`config.mk`:
```
export PLATFORM = sky130hd
export DESIGN_NAME = branch_retire_queue
export DESIGN_NICKNAME = d
export VERILOG_FILES = /design/src/rtl/branch_retire_queue.sv
export SDC_FILE = /design/constraint.sdc
export NUM_CORES = 1
export LEC_CHECK = 0
export BUFFER_PORTS_ARGS = -buffer_cell sky130_fd_sc_hd__buf_4
export CAP_MARGIN = 5
export CORE_MARGIN = 10
export CORE_UTILIZATION = 35
export CTS_BUF_LIST = sky130_fd_sc_hd__clkbuf_4 sky130_fd_sc_hd__clkbuf_8
export DETAILED_ROUTE_END_ITERATION = 10
export PLACE_DENSITY_LB_ADDON = 0.1
export SYNTH_ARGS = -nofsm -noshare
export SYNTH_HDL_FRONTEND = slang
export SYNTH_SLANG_ARGS = --single-unit
export TNS_END_PERCENT = 10
```
`constraint.sdc`:
```
create_clock -name clk -period 3.9 [get_ports clk]
set_clock_uncertainty 0.15 [all_clocks]
set_input_delay 0.195 -clock clk [delete_from_list [all_inputs] [get_ports clk]]
set_output_delay 0.195 -clock clk [all_outputs]
set_load 0.005 [all_outputs]
```
`src/rtl/branch_retire_queue.sv`:
```
// In-order retire queue for the global-history branch predictor: records predicted
// branches, absorbs out-of-order resolutions, and retires them one per cycle into the PHT/GHR update port.
module branch_retire_queue #(
  parameter int DEPTH = 8,
  parameter int TAG_W = 3,
  parameter int IDX_W = 7
) (
  input  logic             clk,
  input  logic             reset,
  input  logic             alloc_valid,
  output logic             alloc_ready,
  input  logic [IDX_W-1:0] alloc_pht_index,
  input  logic             alloc_pred_taken,
  output logic [TAG_W-1:0] alloc_tag,
  input  logic             resolve_valid,
  input  logic [TAG_W-1:0] resolve_tag,
  input  logic             resolve_taken,
  input  logic             flush_in,
  output logic             update_en,
  output logic [IDX_W-1:0] update_PHT_index,
  output logic             branch_en,
  output logic             mispredict,
  output logic [TAG_W:0]   count
);

  localparam logic [TAG_W:0]   FULL_CNT = (TAG_W+1)'(DEPTH);
  localparam logic [TAG_W-1:0] PTR_ONE  = TAG_W'(1);

  logic [DEPTH-1:0] valid_q, valid_d;
  logic [DEPTH-1:0] resolved_q, resolved_d;
  logic [DEPTH-1:0] pred_q, act_q;
  logic [IDX_W-1:0] pht_q [DEPTH];

  logic [TAG_W-1:0] head_q, head_d, tail_q, tail_d;
  logic [TAG_W:0]   count_q, count_d;

  logic             upd_en_q, upd_en_d, mp_q, mp_d, br_q, br_d;
  logic [IDX_W-1:0] upd_idx_q, upd_idx_d;

  logic retire_now, retire_mp, alloc_fire, resolve_wr;

  // Retirement is decided purely from registered state, so a resolve needs one edge to land first.
  assign retire_now  = valid_q[head_q] && resolved_q[head_q];
  assign retire_mp   = retire_now && (pred_q[head_q] != act_q[head_q]);
  assign alloc_ready = (count_q != FULL_CNT) && !retire_mp && !flush_in;
  assign alloc_fire  = alloc_valid && alloc_ready;
  assign resolve_wr  = resolve_valid && valid_q[resolve_tag] && !flush_in && !retire_mp;

  assign alloc_tag        = tail_q;
  assign count            = count_q;
  assign update_en        = upd_en_q;
  assign mispredict       = mp_q;
  assign update_PHT_index = upd_idx_q;
  assign branch_en        = br_q;

  always_comb begin
    // NOTE: every target gets a default before any branch so no latch is inferred.
    head_d     = head_q;
    tail_d     = tail_q;
    count_d    = count_q;
    valid_d    = valid_q;
    resolved_d = resolved_q;
    upd_en_d   = 1'b0;
    mp_d       = 1'b0;
    upd_idx_d  = upd_idx_q;
    br_d       = br_q;

    if (flush_in) begin
      valid_d    = '0;
      resolved_d = '0;
      tail_d     = head_q;
      count_d    = '0;
    end else if (retire_mp) begin
      // Everything younger than the mispredicted head is on the wrong path.
      valid_d    = '0;
      resolved_d = '0;
      head_d     = head_q + PTR_ONE;
      tail_d     = head_q + PTR_ONE;
      count_d    = '0;
      upd_en_d   = 1'b1;
      mp_d       = 1'b1;
      upd_idx_d  = pht_q[head_q];
      br_d       = act_q[head_q];
    end else begin
      if (resolve_wr) resolved_d[resolve_tag] = 1'b1;
      if (retire_now) begin
        valid_d[head_q]    = 1'b0;
        resolved_d[head_q] = 1'b0;
        head_d             = head_q + PTR_ONE;
        upd_en_d           = 1'b1;
        upd_idx_d          = pht_q[head_q];
        br_d               = act_q[head_q];
      end
      if (alloc_fire) begin
        valid_d[tail_q]    = 1'b1;
        resolved_d[tail_q] = 1'b0;
        tail_d             = tail_q + PTR_ONE;
      end
      count_d = count_q + (TAG_W+1)'(alloc_fire) - (TAG_W+1)'(retire_now);
    end
  end

  // NOTE: sequential state uses non-blocking assignments so all registers update from pre-edge values.
  always_ff @(posedge clk) begin
    if (reset) begin
      head_q     <= '0;
      tail_q     <= '0;
      count_q    <= '0;
      valid_q    <= '0;
      resolved_q <= '0;
      upd_en_q   <= 1'b0;
      mp_q       <= 1'b0;
      upd_idx_q  <= '0;
      br_q       <= 1'b0;
    end else begin
      head_q     <= head_d;
      tail_q     <= tail_d;
      count_q    <= count_d;
      valid_q    <= valid_d;
      resolved_q <= resolved_d;
      upd_en_q   <= upd_en_d;
      mp_q       <= mp_d;
      upd_idx_q  <= upd_idx_d;
      br_q       <= br_d;
    end
  end

  // NOTE: payload storage is not reset; it is only ever read behind a valid/resolved bit.
  always_ff @(posedge clk) begin
    if (alloc_fire) begin
      pht_q[tail_q]  <= alloc_pht_index;
      pred_q[tail_q] <= alloc_pred_taken;
    end
    if (resolve_wr) act_q[resolve_tag] <= resolve_taken;
  end

endmodule

```
==> impl_metrics.ini <==
[run_status]
outcome = finished, final reports clean

[floorplan]
dieHeight_um = 138.3
coreArea_um2 = 13770
io-pin-count = 35
rows = 43
die-width_um = 138.3
dieArea_um2 = 19130
start_util_pct = 35.57

[layout]
num-nets-final = 432
synthToLayoutAreaGrowth_pct = 14.66
diodes = 0
layout-drive-gt1-share_pct = 21.60

[logic_synthesis]
synth_top_area_share_pct = 44.14
synth_warnings = 0
postSynthCellCount = 363
synth_ff_type = edfxtp_1
yosysSeqAreaShare_pct = 60.08
synth_area_leaders = edfxtp_1, dfxtp_1, mux4_2
yosysTopAreaCell = edfxtp_1
syn-num-nets = 388
synthTopCellsByCount = edfxtp_1, dfxtp_1, nor2_1, inv_1, nand2_1
ys_async_sr_fraction_pct = 0
synth_most_common_cell = edfxtp_1
synth-seq-cells = 111
synth_area_um2 = 4898
synth_cell_types = 57
avgSynthCellArea_um2 = 13.49
synth-edff-count = 72

[critical_path]
path_cells = nor2b_2, o2bb2ai_1, a221oi_4, xor2_2, a211oi_2, inv_1, ha_1, inv_1, ha_1, inv_1, fa_1, xor2_1, nor2_1
r2r_cells = 13
cpMostUsedCell = inv_1
path_buf_inv = 3
max_stage_delay_ns = 0.86
crit_type = register to register
crit_fanout = 20
cp_top_family = flip-flops
reg2reg_to = count[2]
crit_required_ns = 3.99
r2r_start = head_q[0]
cp.arrival_ns = 3.60
cp-end-kind = register
r2r_slack_ns = 0.40
slowest_stage = dfxtp_1
crit_path_start = head_q[0]
startpoint_type = register

[clock_network]
clk_pin_slew_ns = 0.10
clock_sinks = 111
cts_tree = done
insertion_delay_ns = 0.39
h-tree-depth = 3
cts_resized = 0
cts_buffers = 9
root_buffer = clkbuf_8
clockBufferDepth = 2

[route]
drcViolationCount = 0
ant_nets = 0
vias = 3045
vias_per_cell = 5.144
wl_per_cell_um = 19.62
drtIter0Drc = 236
dr.pass1.iters = 4
wl_um = 11610

[timing]
finalSetupViolations = 0
max_freq_mhz = 285.6
whs_ns = 0.04691
hold_viol_final = 0
final.setup.tns_ns = 0
slew_headroom_pct = 43.38
rsz0062_at_grt = false
drv_slew = 0
setup_ws_ns = 0.3985
finalCritPeriodShare_pct = 89.78
tightest_slew_ns = 0.8493
period_needed_ns = 3.502

[hold_path]
min-delay-start = flush_in
hold_path.class = primary input to register
whs_path_depth = 3
min_to = alloc_tag[0]

[placement]
portBuffers = 34
dpl_worst_slack_ns = 0.4200
gp_congestion = 0.7841
place_hpwl_um = 7944

[grt]
antenna_found_initial = 0
grt_pass1_wl_um = 18640
first_global_vias = 3137
grt_overflow_total = 0
gr-usage-all-layers_pct = 12.36
grt_start_max_net_pins = 21

[flow_run]
max_cap_violations = 0

[power]
power_density_nw_per_um2 = 366.2
vdd_drop_max_uv = 132.3
power.leakage_nw = 1.876
## layout make-up
type,count,area [um2]
clock inverter,7,77.57
inverter,24,90.09
tap,180,225.2
timing repair buffer,53,422.9
multi-input combinational,208,1734
clock buffer,9,123.9
sequential,111,2943
fill,1333,8157
## through the flow
step | power, mW | instance area (um2) | utilization (%) | std cells
finish | 2.057 | 5617 | 40.78 | 592
global route | 2.135 | 5617 | 40.78 | 592
CTS | 2.086 | 5617 | 40.78 | 592
detailed placement | 1.363 | 5315 | 38.59 | 566
global placement | 1.361 | 5315 | 38.59 | 566
floorplan | 1.323 | 4898 | - | 363
## sequential cells by signal, summed over array words and instances, names as in the netlist, named ones only
signal,count
pred_q,8
head_q,3
count,4
update_PHT_index,7
alloc_tag,3
update_en,1
pht_q,56
valid_q,8
branch_en,1
act_q,8
resolved_q,8
mispredict,1
## metal layers
metal	vias up	global-route usage, %	routed length [um]
li1	1446	-	-
met2	81	18.42	5283
met4	0	5.383	222
met5	-	0	0
met3	15	2.363	613
met1	1503	17.05	5494
## cells in the final DEF (no fill, tap or decap), types with 4 or more instances in the layout
cell / count
dfxtp_1: 39
mux4_1: 4
mux2i_1: 14
nor2_1: 34
and3_1: 4
mux4_2: 14
buf_4: 43
nand3_1: 4
a21oi_1: 9
clkbuf_8: 9
nand4_1: 5
nor2b_1: 6
a31oi_1: 4
xnor2_1: 4
nand2_1: 22
o21ai_0: 4
or3_1: 5
o2bb2ai_1: 4
dlygate4sd3_1: 10
a211oi_1: 8
nor3_1: 9
ha_1: 7
inv_1: 23
edfxtp_1: 72
nor3b_1: 4
nor4_2: 4
## worst register-to-register path, stage by stage, from the launching register on
cell and delay, ns:
dfxtp_1 0.86, nor2b_2 0.37, o2bb2ai_1 0.19, a221oi_4 0.11, xor2_2 0.23, a211oi_2 0.28, inv_1 0.07, ha_1 0.27
inv_1 0.05, ha_1 0.15, inv_1 0.05, fa_1 0.38, xor2_1 0.16, nor2_1 0.05
## how the worst max path moves through the flow
| stage | slack, ns | cells past startpoint | to |
|---|---|---|---|
| finish | 0.40 | 13 | count[2] |
| global route | 0.11 | 13 | count[2] |
| CTS | 0.39 | 13 | count[2] |
| detailed placement | 0.42 | 13 | count[2] |
| global placement | 0.51 | 13 | count[2] |
| floorplan | 0.89 | 15 | count[2] |
## power by group
group	switching, mW	total [mW]	internal (mW)
Combinational	0.0478	0.0824	0.0345
Sequential	0.00444	1.26	1.26
Clock	0.409	0.714	0.305
Total	0.461	2.06	1.60
## kinds of logic (layout without fill, tap and decap cells)
group           Yosys count  count (layout)  share of synthesized area, %
simple gates            114             114                         12.90
flops                   111             111                         60.08
buf+inv                  44              93                         4.521
compound gates           47              47                         7.458
xor+xnor                  7               7                         1.405
mux                      32              32                         11.44
fa+ha+maj                 8               8                         2.197
## repair_timing
action	CTS	global route
hold endpoints to repair	88	0
endpoints found under the setup margin	0	0
setup buffers	0	0
hold buffers	10	0
Note: power is estimated with default switching activity, not from simulation.
